===== src/rtl/nn_comm_pkg.sv =====
// ----------------------------------------------------------------------------
// nn_comm_pkg
// Shared definitions for the perceptron packet controller:
//   - request / reply opcodes carried as the first byte of every packet
//   - FSM state encoding (the numeric value is exported on cont_state)
//   - bytes_per_word(): bytes needed to carry one FP_WIDTH-bit word
// ----------------------------------------------------------------------------
package nn_comm_pkg;

    // Request opcodes
    localparam logic [7:0] OP_READ          = 8'd5;
    localparam logic [7:0] OP_WRITE_WEIGHTS = 8'd50;
    localparam logic [7:0] OP_WRITE_INPUTS  = 8'd51;

    // Reply opcodes
    localparam logic [7:0] OP_READ_RESPONSE = 8'd100;
    localparam logic [7:0] OP_OK            = 8'd101;
    localparam logic [7:0] OP_ERR           = 8'd102;

    typedef enum logic [4:0] {
        ST_IDLE       = 5'd0,
        ST_RX_PAYLOAD = 5'd1,
        ST_COMMIT     = 5'd2,
        ST_TX_START   = 5'd3,
        ST_TX_WAIT    = 5'd4,
        ST_TX_NEXT    = 5'd5
    } state_e;

    function automatic int bytes_per_word(input int fp_width);
        return (fp_width + 7) / 8;
    endfunction

endpackage


===== src/rtl/nn_comm_if.sv =====
// ----------------------------------------------------------------------------
// nn_comm_if
// Byte-level link between the packet controller and a UART.
//   rx_data  [7:0] received byte            (UART -> controller)
//   rx_valid       one-cycle pulse, rx_data valid
//   tx_data  [7:0] byte to transmit         (controller -> UART)
//   tx_start       transmit request, held until tx_busy is seen
//   tx_busy        UART transmitter busy
// Modports: master = controller side, slave = UART side.
// ----------------------------------------------------------------------------
interface nn_comm_if;

    logic [7:0] rx_data;
    logic       rx_valid;
    logic [7:0] tx_data;
    logic       tx_start;
    logic       tx_busy;

    modport master (
        input  rx_data,
        input  rx_valid,
        input  tx_busy,
        output tx_data,
        output tx_start
    );

    modport slave (
        output rx_data,
        output rx_valid,
        output tx_busy,
        input  tx_data,
        input  tx_start
    );

endinterface


===== src/rtl/nn_byte_timeout.sv =====
// ----------------------------------------------------------------------------
// nn_byte_timeout
// Inter-byte timeout: loadable down-counter.
//   clk, rst_n   clock, asynchronous active-low reset
//   reload_i     reload to TIMEOUT_CYCLES-1 (a byte arrived); beats expiry
//   enable_i     count down while high
//   expired_o    one-cycle pulse TIMEOUT_CYCLES enabled cycles after reload
// The counter reloads itself on expiry so expired_o cannot stay high.
// ----------------------------------------------------------------------------
module nn_byte_timeout #(
    parameter int unsigned TIMEOUT_CYCLES = 50000
) (
    input  logic clk,
    input  logic rst_n,
    input  logic reload_i,
    input  logic enable_i,
    output logic expired_o
);

    localparam int CNT_W = (TIMEOUT_CYCLES > 1) ? $clog2(TIMEOUT_CYCLES + 1) : 1;
    localparam logic [CNT_W-1:0] LOAD_VAL = CNT_W'(TIMEOUT_CYCLES - 1);

    logic [CNT_W-1:0] cnt_d, cnt_q;

    assign expired_o = enable_i && !reload_i && (cnt_q == '0);

    // NOTE: combinational blocks assign every output a default first and use
    // blocking '='; a path that leaves cnt_d unassigned would infer a latch.
    always_comb begin
        cnt_d = cnt_q;
        if (reload_i || expired_o) begin
            cnt_d = LOAD_VAL;
        end else if (enable_i) begin
            cnt_d = cnt_q - 1'b1;
        end
    end

    // NOTE: sequential state uses non-blocking '<=' so every flop samples
    // pre-edge values regardless of statement order.
    always_ff @(posedge clk or negedge rst_n) begin
        if (!rst_n) begin
            cnt_q <= LOAD_VAL;
        end else begin
            cnt_q <= cnt_d;
        end
    end

endmodule


===== src/rtl/nn_comm_controller.sv =====
// ----------------------------------------------------------------------------
// nn_comm_controller
// Byte-level packet controller between a UART and an N-input fixed-point
// perceptron register set.
//   clk, rst_n   clock, asynchronous active-low reset
//   bus          nn_comm_if.master (rx_data/rx_valid in, tx_data/tx_start out,
//                tx_busy in)
//   result       perceptron output, FP_WIDTH bits
//   weights      weight k at [k*FP_WIDTH +: FP_WIDTH]
//   inputs       same packing as weights
//   update       one-cycle pulse the cycle after an inputs commit
//   cont_state   current FSM state code
// Writes land in a shadow buffer and are copied in a single COMMIT cycle, so
// the perceptron never sees a half-written vector. Reads are snapshotted into
// the TX buffer before the first byte leaves.
// Optional macro NN_COMM_CHECKSUM_EN: write packets carry a trailing XOR byte
// (over opcode and payload; mismatch -> ERR, no commit) and read responses
// append an XOR byte over all response bytes.
// ----------------------------------------------------------------------------
module nn_comm_controller
    import nn_comm_pkg::*;
#(
    parameter int unsigned N_INPUTS        = 2,
    parameter int unsigned FP_WIDTH        = 16,
    parameter int unsigned CLOCK_FREQUENCY = 12000000,
    parameter int unsigned UART_BAUD_RATE  = 9600,
    parameter int unsigned TIMEOUT_BYTES   = 4
) (
    input  logic                         clk,
    input  logic                         rst_n,
    nn_comm_if.master                    bus,
    input  logic [FP_WIDTH-1:0]          result,
    output logic [N_INPUTS*FP_WIDTH-1:0] weights,
    output logic [N_INPUTS*FP_WIDTH-1:0] inputs,
    output logic                         update,
    output logic [4:0]                   cont_state
);

    localparam int BYTES_PER_WORD = bytes_per_word(FP_WIDTH);
    localparam int WORD_BITS      = BYTES_PER_WORD * 8;
    localparam int PAYLOAD_BYTES  = N_INPUTS * BYTES_PER_WORD;
    localparam int SH_W           = PAYLOAD_BYTES * 8;
    localparam int VEC_W          = N_INPUTS * FP_WIDTH;
`ifdef NN_COMM_CHECKSUM_EN
    localparam int CK_BYTES       = 1;
`else
    localparam int CK_BYTES       = 0;
`endif
    localparam int RX_BYTES       = PAYLOAD_BYTES + CK_BYTES;
    localparam int READ_LEN       = 1 + (N_INPUTS + 1) * BYTES_PER_WORD;
    localparam int TX_MAX         = READ_LEN + CK_BYTES;
    localparam int IDX_W          = $clog2(TX_MAX + 1);
    localparam int CNT_W          = $clog2(RX_BYTES + 1);

    localparam longint unsigned TIMEOUT_L =
        longint'(TIMEOUT_BYTES) * 64'd10 * longint'(CLOCK_FREQUENCY) / longint'(UART_BAUD_RATE);
    localparam int unsigned TIMEOUT_CYCLES = 32'(TIMEOUT_L);

    state_e                  state_q;
    logic [7:0]              opcode_q;
    logic [CNT_W-1:0]        rx_cnt_q;
    logic [SH_W-1:0]         shadow_q;
    logic [TX_MAX-1:0][7:0]  tx_buf_q;
    logic [IDX_W-1:0]        tx_left_q;
    logic [7:0]              tx_data_q;
    logic                    tx_start_q;
    logic [VEC_W-1:0]        weights_q;
    logic [VEC_W-1:0]        inputs_q;
    logic                    update_q;
    logic                    commit_ok;
    logic                    timeout_expired;

`ifdef NN_COMM_CHECKSUM_EN
    logic [7:0]              rx_xor_q;
    logic                    cksum_bad_q;
    assign commit_ok = !cksum_bad_q;
`else
    assign commit_ok = 1'b1;
`endif

    nn_byte_timeout #(
        .TIMEOUT_CYCLES (TIMEOUT_CYCLES)
    ) u_timeout (
        .clk       (clk),
        .rst_n     (rst_n),
        .reload_i  (bus.rx_valid),
        .enable_i  (state_q == ST_RX_PAYLOAD),
        .expired_o (timeout_expired)
    );

    // Single-byte reply frame (OK / ERR).
    function automatic logic [TX_MAX-1:0][7:0] one_byte(input logic [7:0] b);
        one_byte    = '0;
        one_byte[0] = b;
    endfunction

    // Read-response frame built from live registers; latched whole on READ.
    logic [TX_MAX-1:0][7:0] read_frame;
    logic [WORD_BITS-1:0]   word_pad;

    always_comb begin
        read_frame    = '0;
        word_pad      = '0;
        read_frame[0] = OP_READ_RESPONSE;
        for (int k = 0; k < N_INPUTS; k++) begin
            word_pad                 = '0;
            word_pad[FP_WIDTH-1:0]   = weights_q[k*FP_WIDTH +: FP_WIDTH];
            for (int b = 0; b < BYTES_PER_WORD; b++) begin
                read_frame[1 + k*BYTES_PER_WORD + b] = word_pad[(BYTES_PER_WORD-1-b)*8 +: 8];
            end
        end
        word_pad               = '0;
        word_pad[FP_WIDTH-1:0] = result;
        for (int b = 0; b < BYTES_PER_WORD; b++) begin
            read_frame[1 + N_INPUTS*BYTES_PER_WORD + b] = word_pad[(BYTES_PER_WORD-1-b)*8 +: 8];
        end
`ifdef NN_COMM_CHECKSUM_EN
        for (int i = 0; i < READ_LEN; i++) begin
            read_frame[READ_LEN] = read_frame[READ_LEN] ^ read_frame[i];
        end
`endif
    end

    // Byte shift into the shadow buffer: first payload byte ends up on top,
    // so word 0 occupies the most significant word slot.
    logic [SH_W+7:0]  shadow_ext;
    logic [SH_W-1:0]  shadow_shift;
    logic [VEC_W-1:0] commit_words;

    always_comb begin
        shadow_ext   = {shadow_q, bus.rx_data};
        shadow_shift = shadow_ext[SH_W-1:0];
        commit_words = '0;
        for (int k = 0; k < N_INPUTS; k++) begin
            // Only the low FP_WIDTH bits of each word are kept; padding drops.
            commit_words[k*FP_WIDTH +: FP_WIDTH] =
                shadow_q[(N_INPUTS-1-k)*WORD_BITS +: FP_WIDTH];
        end
    end

    always_ff @(posedge clk or negedge rst_n) begin
        if (!rst_n) begin
            // NOTE: the shadow and TX buffers are reset like ordinary flops
            // because their post-reset contents are defined as zero.
            state_q     <= ST_IDLE;
            opcode_q    <= '0;
            rx_cnt_q    <= '0;
            shadow_q    <= '0;
            tx_buf_q    <= '0;
            tx_left_q   <= '0;
            tx_data_q   <= '0;
            tx_start_q  <= 1'b0;
            weights_q   <= '0;
            inputs_q    <= '0;
            update_q    <= 1'b0;
`ifdef NN_COMM_CHECKSUM_EN
            rx_xor_q    <= '0;
            cksum_bad_q <= 1'b0;
`endif
        end else begin
            update_q <= 1'b0;
            unique case (state_q)
                ST_IDLE: begin
                    if (bus.rx_valid) begin
                        if (bus.rx_data == OP_READ) begin
                            tx_buf_q   <= read_frame;
                            tx_left_q  <= IDX_W'(TX_MAX);
                            tx_data_q  <= read_frame[0];
                            tx_start_q <= 1'b1;
                            state_q    <= ST_TX_START;
                        end else if (bus.rx_data == OP_WRITE_WEIGHTS ||
                                     bus.rx_data == OP_WRITE_INPUTS) begin
                            opcode_q <= bus.rx_data;
                            rx_cnt_q <= '0;
`ifdef NN_COMM_CHECKSUM_EN
                            rx_xor_q <= bus.rx_data;
`endif
                            state_q  <= ST_RX_PAYLOAD;
                        end else begin
                            tx_buf_q   <= one_byte(OP_ERR);
                            tx_left_q  <= IDX_W'(1);
                            tx_data_q  <= OP_ERR;
                            tx_start_q <= 1'b1;
                            state_q    <= ST_TX_START;
                        end
                    end
                end

                ST_RX_PAYLOAD: begin
                    // A byte in the expiry cycle wins: the timer also reloads.
                    if (bus.rx_valid) begin
                        if (rx_cnt_q < CNT_W'(PAYLOAD_BYTES)) begin
                            shadow_q <= shadow_shift;
                        end
`ifdef NN_COMM_CHECKSUM_EN
                        rx_xor_q <= rx_xor_q ^ bus.rx_data;
                        if (rx_cnt_q == CNT_W'(RX_BYTES - 1)) begin
                            cksum_bad_q <= (rx_xor_q != bus.rx_data);
                        end
`endif
                        rx_cnt_q <= rx_cnt_q + 1'b1;
                        if (rx_cnt_q == CNT_W'(RX_BYTES - 1)) begin
                            state_q <= ST_COMMIT;
                        end
                    end else if (timeout_expired) begin
                        shadow_q   <= '0;
                        tx_buf_q   <= one_byte(OP_ERR);
                        tx_left_q  <= IDX_W'(1);
                        tx_data_q  <= OP_ERR;
                        tx_start_q <= 1'b1;
                        state_q    <= ST_TX_START;
                    end
                end

                ST_COMMIT: begin
                    tx_left_q  <= IDX_W'(1);
                    tx_start_q <= 1'b1;
                    state_q    <= ST_TX_START;
                    if (commit_ok) begin
                        if (opcode_q == OP_WRITE_INPUTS) begin
                            inputs_q <= commit_words;
                            update_q <= 1'b1;
                        end else begin
                            weights_q <= commit_words;
                        end
                        tx_buf_q  <= one_byte(OP_OK);
                        tx_data_q <= OP_OK;
                    end else begin
                        tx_buf_q  <= one_byte(OP_ERR);
                        tx_data_q <= OP_ERR;
                    end
                end

                ST_TX_START: begin
                    if (bus.tx_busy) begin
                        tx_start_q <= 1'b0;
                        state_q    <= ST_TX_WAIT;
                    end
                end

                ST_TX_WAIT: begin
                    if (!bus.tx_busy) begin
                        state_q <= ST_TX_NEXT;
                    end
                end

                ST_TX_NEXT: begin
                    if (tx_left_q > IDX_W'(1)) begin
                        tx_buf_q   <= tx_buf_q >> 8;
                        tx_data_q  <= tx_buf_q[1];
                        tx_left_q  <= tx_left_q - 1'b1;
                        tx_start_q <= 1'b1;
                        state_q    <= ST_TX_START;
                    end else begin
                        state_q <= ST_IDLE;
                    end
                end

                default: state_q <= ST_IDLE;
            endcase
        end
    end

    assign bus.tx_data  = tx_data_q;
    assign bus.tx_start = tx_start_q;
    assign weights      = weights_q;
    assign inputs       = inputs_q;
    assign update       = update_q;
    assign cont_state   = state_q;

endmodule


===== src/flat_wrapper.sv =====
// flat-port wrapper written by rule: the top's interface ports become plain ports
module nn_comm_controller_flat import nn_comm_pkg::*;
#(
    parameter int unsigned N_INPUTS        = 2,
    parameter int unsigned FP_WIDTH        = 16,
    parameter int unsigned CLOCK_FREQUENCY = 12000000,
    parameter int unsigned UART_BAUD_RATE  = 9600,
    parameter int unsigned TIMEOUT_BYTES   = 4
)
  (clk, rst_n, result, weights, inputs, update, cont_state, bus_rx_data, bus_rx_valid, bus_tx_busy, bus_tx_data, bus_tx_start);
  nn_comm_if bus_i ();
  input  logic clk;
  input  logic rst_n;
  input  logic [FP_WIDTH-1:0] result;
  output logic [N_INPUTS*FP_WIDTH-1:0] weights;
  output logic [N_INPUTS*FP_WIDTH-1:0] inputs;
  output logic update;
  output logic [4:0] cont_state;
  input wire logic [$bits(bus_i.rx_data)-1:0] bus_rx_data;
  input wire logic [$bits(bus_i.rx_valid)-1:0] bus_rx_valid;
  input wire logic [$bits(bus_i.tx_busy)-1:0] bus_tx_busy;
  output wire logic [$bits(bus_i.tx_data)-1:0] bus_tx_data;
  output wire logic [$bits(bus_i.tx_start)-1:0] bus_tx_start;
  assign bus_i.rx_data = bus_rx_data;
  assign bus_i.rx_valid = bus_rx_valid;
  assign bus_i.tx_busy = bus_tx_busy;
  assign bus_tx_data = bus_i.tx_data;
  assign bus_tx_start = bus_i.tx_start;
  nn_comm_controller #(.N_INPUTS(N_INPUTS), .FP_WIDTH(FP_WIDTH), .CLOCK_FREQUENCY(CLOCK_FREQUENCY), .UART_BAUD_RATE(UART_BAUD_RATE), .TIMEOUT_BYTES(TIMEOUT_BYTES)) u_core (.clk(clk), .rst_n(rst_n), .bus(bus_i), .result(result), .weights(weights), .inputs(inputs), .update(update), .cont_state(cont_state));
endmodule

===== config.mk =====
export PLATFORM = sky130hd
export DESIGN_NAME = nn_comm_controller_flat
export DESIGN_NICKNAME = d
export VERILOG_FILES = /design/src/rtl/nn_comm_pkg.sv /design/src/rtl/nn_comm_if.sv /design/src/rtl/nn_byte_timeout.sv /design/src/rtl/nn_comm_controller.sv /design/src/flat_wrapper.sv
export SDC_FILE = /design/constraint.sdc
export NUM_CORES = 1
export LEC_CHECK = 0
export BUFFER_PORTS_ARGS = -buffer_cell sky130_fd_sc_hd__buf_2
export CAP_MARGIN = 0
export CORE_ASPECT_RATIO = 0.8
export CORE_MARGIN = 1
export CORE_UTILIZATION = 55
export DETAILED_ROUTE_END_ITERATION = 12
export GPL_TIMING_DRIVEN = 0
export PLACE_DENSITY = 0.85
export RECOVER_POWER = 50
export SYNTH_ARGS = -nofsm -noshare
export SYNTH_HDL_FRONTEND = slang
export SYNTH_SLANG_ARGS = --single-unit

===== constraint.sdc =====
create_clock -name clk -period 2.3 [get_ports clk]
set_input_delay 0 -clock clk [delete_from_list [all_inputs] [get_ports clk]]
set_output_delay 0 -clock clk [all_outputs]
set_load 0.05 [all_outputs]

==> results of run 1 <==
[flip-flops by register name (all words and copies together), names as in the netlist, 3 cells and up]
name	count
u_core.opcode_q	8
u_core.cont_state	3
u_core.rx_cnt_q	3
u_core.tx_buf_q	48
u_core.inputs	32
u_core.shadow_q	32
u_core.tx_left_q	3
u_core.bus.tx_data	8
u_core.weights	32
u_core.u_timeout.cnt_q	16
[final timing paths]
kind / cells after the start / endpoint / slack [ns]
setup reg to reg: 8 / u_core.tx_buf_q[28] / 0.02
setup / recovery: 8 / u_core.tx_buf_q[28] / 0.02
min in group asynchronous: 2 / u_core.u_timeout.cnt_q[7] / 0.53
hold / removal: 5 / u_core.tx_left_q[2] / 0.25
max in group asynchronous: 3 / u_core.inputs[2] / 0.42
hold reg to reg: 1 / u_core.opcode_q[5] / 0.46
[cells in the mapped netlist (2+ instances only)]
master | number | area (um2)
a211o_1 | 2 | 17.52
a21o_1 | 4 | 30.03
a21oi_1 | 9 | 45.04
a22o_1 | 73 | 639.4
a31oi_1 | 5 | 31.28
and2_1 | 4 | 25.02
and3_1 | 3 | 18.77
buf_1 | 2 | 7.510
buf_12 | 5 | 100.1
buf_4 | 2 | 15.01
buf_6 | 2 | 22.52
clkbuf_1 | 29 | 108.9
dfrtp_1 | 178 | 4454
dfstp_2 | 9 | 236.5
ha_1 | 6 | 75.07
inv_1 | 22 | 82.58
mux2_2 | 69 | 777.0
mux2_4 | 45 | 675.7
mux2i_1 | 13 | 130.1
nand2_1 | 29 | 108.9
nand2b_1 | 10 | 62.56
nand3_1 | 6 | 30.03
nand3b_1 | 2 | 15.01
nand4b_1 | 3 | 26.28
nor2_1 | 17 | 63.81
nor2b_1 | 3 | 18.77
nor3_1 | 7 | 35.03
nor3b_1 | 4 | 30.03
nor4_1 | 7 | 43.79
o21ai_0 | 12 | 60.06
or3_1 | 5 | 31.28
xnor2_1 | 6 | 52.55
xor2_1 | 3 | 26.28
[what timing repair did]
item                                    4_1_cts  5_1_grt
endpoints found under the setup margin       98      126
hold endpoints to repair                     93        0
pin swaps                                     0        2
setup buffers                                 0        4
resized for setup                            10       19
gates cloned                                  0        4
hold buffers                                 26        0
[through the flow]
step / cells / hold WS [ns] / utilization [%]
floorplan: 616 / -0.2956 / -
global placement: 904 / 0.2378 / 62.20
detailed placement: 905 / -0.02293 / 62.46
CTS: 963 / 0.1196 / 68.41
global route: 971 / 0.2971 / 69.00
finish: 971 / 0.2498 / 69.00
[kinds of logic after synthesis]
| group | share of synthesized area, % |
|---|---|
| xor gates and xnor gates | 0.9543 |
| adders and majority gates | 0.9088 |
| DFF | 56.79 |
| muxes | 19.16 |
| buffers and inverters | 4.135 |
| and+or+nand+nor | 7.074 |
| other | 0.04540 |
| AOI/OAI and AO/OA | 10.94 |
[tightest hold or removal path: stages]
cell	delay, ns
buf_2	0.11
xnor2_1	0.06
nand2_1	0.09
a31oi_1	0.11
a211o_1	0.27
[power breakdown]
| group | total (mW) | internal [mW] | switching, mW |
|---|---|---|---|
| Combinational | 5.27 | 2.25 | 3.02 |
| Sequential | 4.67 | 3.91 | 0.765 |
| Clock | 2.86 | 1.49 | 1.36 |
| Total | 12.8 | 7.64 | 5.15 |
[cells in the final DEF, fill, tap and decap left out, types with 3 or more instances in the layout]
cell / synthesis / layout
dlygate4sd3_1: 0 / 26
nand2_1: 29 / 29
clkbuf_16: 0 / 21
clkinv_4: 0 / 4
nor3_1: 7 / 4
buf_12: 5 / 7
nor4_1: 7 / 7
dfrtp_1: 178 / 177
nand3_1: 6 / 6
buf_4: 2 / 6
buf_2: 1 / 38
inv_1: 22 / 21
nand4b_1: 3 / 3
xor2_1: 3 / 3
a22o_1: 73 / 73
a21oi_1: 9 / 9
xnor2_1: 6 / 6
mux2_2: 69 / 69
dfstp_2: 9 / 9
nand2b_1: 10 / 10
clkbuf_1: 29 / 89
mux2_4: 45 / 45
nor2_1: 17 / 17
and2_1: 4 / 4
ha_1: 6 / 5
o21ai_0: 12 / 11
mux2i_1: 13 / 12
or3_1: 5 / 5
a31oi_1: 5 / 5
nor3_2: 1 / 4
nor3b_1: 4 / 3
nor2b_1: 3 / 3
a21o_1: 4 / 4
clkbuf_2: 0 / 9
inv_8: 0 / 4
[routing by layer]
metal	share of wire (%)	vias to the layer above	global-route usage [%]	wire (um)
met1	44	2983	38.12	9244
li1	-	2549	-	-
met2	46	231	42.09	9773
met4	2.7	0	10.37	567
met5	0	-	0	0
met3	7.0	42	6.796	1470
[area by class of cell]
| cell class | count | area (um2) | share of cell area (%) |
|---|---|---|---|
| multi-input cells | 366 | 3287 | 32.87 |
| clock inverters | 13 | 128.9 | 1.289 |
| clock buffers | 19 | 452.9 | 4.530 |
| plain buffers | 41 | 280.3 | 2.803 |
| flip-flops and latches | 187 | 4692 | 46.92 |
| inverters | 22 | 82.58 | 0.8258 |
| well taps | 184 | 230.2 | 2.302 |
| repair buffers | 139 | 845.8 | 8.458 |
==> flow_metrics.py, run 1 <==
metrics = {
    "min_path": {
        "min-delay-path-class": "primary input to register",
        "hp-start": "bus_rx_valid",
    },
    "clock_tree": {
        "cts_root_buf": "clkbuf_16",
        "htreeDepth": 4,
        "cts.sinks": 187,
        "clk_pin_slew_worst_paths_ns": 0.07,
        "cts_buffers": 17,
        "tritoncts": "done",
        "insertion_delay_ns": 0.43,
        "clk_path_buf_depth": 2,
    },
    "worst_setup_path": {
        "r2r-start": "u_core.tx_left_q[0]",
        "cp_slowest_stage_delay_ns": 0.42,
        "startpoint_type": "register",
        "crit_slowest_cell": "dfrtp_1",
        "cp_cell_sequence": "ha_2 > o21ba_4 > o21ai_2 > a221oi_2 > and3_4 > buf_12 > buf_12 > mux2_4",
        "critical_path_buf_inv_count": 2,
        "path_max_fanout": 10,
        "cpLargestDelayFamily": "compound AO/OA/AOI/OAI gates",
        "crit_path_frequent_cell": "buf_12",
        "cp-end-kind": "register",
        "critical_path.startpoint": "u_core.tx_left_q[0]",
        "required_ns": 2.62,
        "critPathKind": "register to register",
        "worstPathArrival_ns": 2.60,
    },
    "run_status": {
        "status": "complete, but fails checks",
        "failed_checks": "design-rule violations, max-capacitance violations, max-slew violations",
    },
    "floorplanning": {
        "core_area_um2": 14490,
        "die-area_um2": 15520,
        "die_height_um": 111.6,
        "start_util_pct": 57.00,
        "rows": 39,
        "ios": 107,
        "die_w_um": 139.0,
    },
    "detailed_routing": {
        "via_count": 5805,
        "routed_via_density": 5.978,
        "remaining_drc_errors": 7,
        "wirelength_mm": 21.06,
        "drt-initial-drc-count": 571,
        "first_pass_iters": 10,
        "ant_nets": 0,
        "drt-wirelength-per-cell_um": 21.68,
    },
    "timing": {
        "layout_setup_ws_ns": 0.01949,
        "clock.fmax_mhz": 438.5,
        "worstMarginPinSlew_ns": 1.694,
        "fin_skew_ns": 0.009755,
        "timing.final.crit_share_pct": 99.15,
        "setup_viol": 0,
        "timing.final.hold_violations": 0,
        "fin_setup_tns_ns": 0,
        "finalCriticalPeriod_ns": 2.281,
        "max_slew_margin_pct": -12.91,
        "slew_violations": 67,
        "rsz0062_at_grt": "true",
    },
    "power": {
        "p_leak_nw": 4.728,
        "powerDensity_nw_per_um2": 1279,
        "ir_worst_vdd_v": 0.0006218,
        "finalPower_mw": 12.79,
    },
    "global_route": {
        "grt.total_usage_pct": 27.46,
        "grt_antenna_before_repair": 0,
        "grt_overflow": 0,
        "grt_max_degree": 122,
        "grt_pass1_vias": 5795,
        "grt_pass1_wl_mm": 32.24,
    },
    "placement": {
        "portBuffers": 104,
        "place_ws_ns": -0.06472,
        "hpwl_mm": 14.12,
        "gp_congestion": 0.8809,
        "dpl_cell_area_um2": 9052,
    },
    "layout": {
        "final_area_um2": 10000,
        "antenna_cells": 0,
        "drive_above_1_share_pct": 30.24,
        "syn_to_final_growth_pct": 21.05,
        "fill_cells": 1002,
        "final_nets": 808,
    },
    "synth": {
        "synth_cell_type_count": 52,
        "async_reset_ff_share_pct": 100.0,
        "syn_avg_cell_area_um2": 13.43,
        "ys_warn_count": 0,
        "ys_seq_elements": 187,
        "synth_edf_count": 0,
        "synth-seq-area-share_pct": 56.79,
        "syn_inst": 615,
        "synth_area_um2": 8260,
        "synth_ff_type": "dfrtp_1",
    },
    "job": {
        "cap_violations": 1,
    },
}
Power figures use the tool's default switching activity.
==> run 2: changes to the inputs <==
- CORE_UTILIZATION: 55 -> 24
- PLACE_DENSITY: 0.85 -> 0.49
==> flow_metrics.py, run 2 (synthesized netlist as in run 1, its figures left out) <==
metrics = {
    "run_status": {
        "status": "complete, but fails checks",
        "failed_checks": "negative hold slack",
    },
    "placement": {
        "gp_congestion": 0.7759,
        "dpl_cell_area_um2": 9393,
        "dp_cells": 1156,
        "portBuffers": 104,
        "hpwl_mm": 16.66,
    },
    "min_path": {
        "min-delay-path-class": "primary input to asynchronous set/reset pin",
    },
    "clock_tree": {
        "clk_pin_slew_worst_paths_ns": 0.08,
        "htreeDepth": 4,
        "insertion_delay_ns": 0.44,
        "clk_path_buf_depth": 2,
        "tritoncts": "done",
        "cts_root_buf": "clkbuf_16",
        "cts.sinks": 187,
        "cts_buffers": 17,
    },
    "timing": {
        "rsz0062_at_grt": "true",
        "max_slew_margin_pct": 14.31,
        "clock.fmax_mhz": 441.0,
        "timing.final.crit_share_pct": 98.58,
        "worstMarginPinSlew_ns": 1.285,
        "finalCriticalPeriod_ns": 2.267,
        "slew_violations": 0,
        "hold_ws_ns": -0.003403,
        "fin_setup_tns_ns": 0,
        "timing.final.hold_violations": 1,
        "setup_viol": 0,
        "fin_skew_ns": 0.01128,
    },
    "floorplanning": {
        "start_util_pct": 24.45,
        "ios": 107,
        "die_w_um": 209.4,
        "die_height_um": 167.9,
        "die-area_um2": 35170,
        "rows": 60,
        "core_area_um2": 33780,
    },
    "global_route": {
        "grt_overflow": 0,
        "grt_pass1_vias": 5517,
        "grt_antenna_before_repair": 0,
        "grt_pass1_wl_mm": 35.89,
        "grt.total_usage_pct": 13.62,
        "grt_max_degree": 90,
    },
    "worst_setup_path": {
        "worstRegToRegCells": 7,
        "critPathKind": "register to register",
        "required_ns": 2.63,
        "cp-end-kind": "register",
        "path_max_fanout": 10,
        "worstPathArrival_ns": 2.59,
        "startpoint_type": "register",
    },
    "layout": {
        "fill_cells": 3475,
        "regMostFlops": "u_core.tx_buf_q",
        "antenna_cells": 0,
        "layout_common_cells": "177 x dfrtp_1, 75 x clkbuf_1, 73 x a22o_1",
        "largest_reg_flops": 48,
        "final_nets": 809,
        "drive_above_1_share_pct": 32.11,
        "mostFrequentLayoutCell": "dfrtp_1",
        "final_area_um2": 10380,
        "syn_to_final_growth_pct": 25.63,
        "finalNonFillerCells": 1222,
    },
    "detailed_routing": {
        "first_pass_iters": 4,
        "via_count": 5453,
        "ant_nets": 0,
        "wirelength_mm": 23.17,
        "routed_via_density": 4.462,
        "drt-initial-drc-count": 297,
        "drt-wirelength-per-cell_um": 18.96,
        "remaining_drc_errors": 0,
    },
    "job": {
        "cap_violations": 0,
    },
    "power": {
        "ir_worst_vdd_v": 0.0006080,
        "p_leak_nw": 4.802,
        "finalPower_mw": 12.95,
        "powerDensity_nw_per_um2": 1248,
    },
}
## run 2: cell types whose count changed in the layout (fill, tap and decap cells not counted), moves of 2 or more
cell | previous run | this run
o21ai_2 | 2 | 0
clkinv_8 | 1 | 3
clkinv_4 | 4 | 1
clkbuf_8 | 2 | 0
clkbuf_2 | 9 | 18
clkbuf_1 | 89 | 75
buf_2 | 38 | 42
## run 2: routing by layer
metal  up-vias  share of wire, %  track usage (%)
li1       2542                 -                -
met1      2792                50            19.53
met2        96                43            20.04
met3        23               4.7            3.376
met4         0               1.8            4.156
met5         -                 0                0
## run 2: repair_timing
item                                    in CTS  in global routing
pin swaps                                    0                  2
resized for setup                           13                 33
endpoints found under the setup margin     106                128
buffers inserted                             0                  4
hold buffers                                25                  0
hold endpoints to repair                   144                  0
gates cloned                                 0                  5
## run 2: metrics by stage
stage	util, %	setup WS (ns)
after global routing	30.72	-0.07007
final	30.72	0.03264
after global placement	27.61	-2.165
after floorplan	-	0.1576
after CTS	30.34	-0.02384
after detailed placement	27.80	-0.2498
## run 2: worst paths after layout
kind	slack, ns	to	startpoint
setup / recovery	0.03	u_core.cont_state[1]	u_core.u_timeout.cnt_q[0]
hold / removal	-0.003	u_core.u_timeout.cnt_q[7]	rst_n
setup reg to reg	0.03	u_core.cont_state[1]	u_core.u_timeout.cnt_q[0]
hold reg to reg	0.47	u_core.opcode_q[4]	u_core.opcode_q[4]
max in group asynchronous	0.59	u_core.inputs[9]	rst_n
min in group clk	0.02	u_core.tx_buf_q[44]	result[12]
## run 2: layout make-up
cell class                      count  area (um2)  area share [%]
Inverter                           22       82.58          0.7958
Clock buffer                       18       429.2           4.136
Multi-Input combinational cell    366        3291           31.71
Clock inverter                     14       152.6           1.471
Buffer                             41       295.3           2.845
Tap cell                          434       543.0           5.233
Timing Repair Buffer              140       892.1           8.597
Sequential cell                   187        4692           45.21
## run 2: power breakdown
group / switching, mW / total (mW) / internal [mW] / leakage [nW]
combinational: 3.01 / 5.33 / 2.32 / 2.04
sequential: 0.803 / 4.71 / 3.90 / 2.48
clock: 1.45 / 2.91 / 1.46 / 0.283
## run 2: worst max-delay path, stage by stage (launching register included)
cell,delay (ns)
dfstp_2,0.56
inv_1,0.06
ha_1,0.18
nor3b_2,0.16
and4_1,0.23
a21oi_2,0.44
a211o_1,0.20
mux2_2,0.33
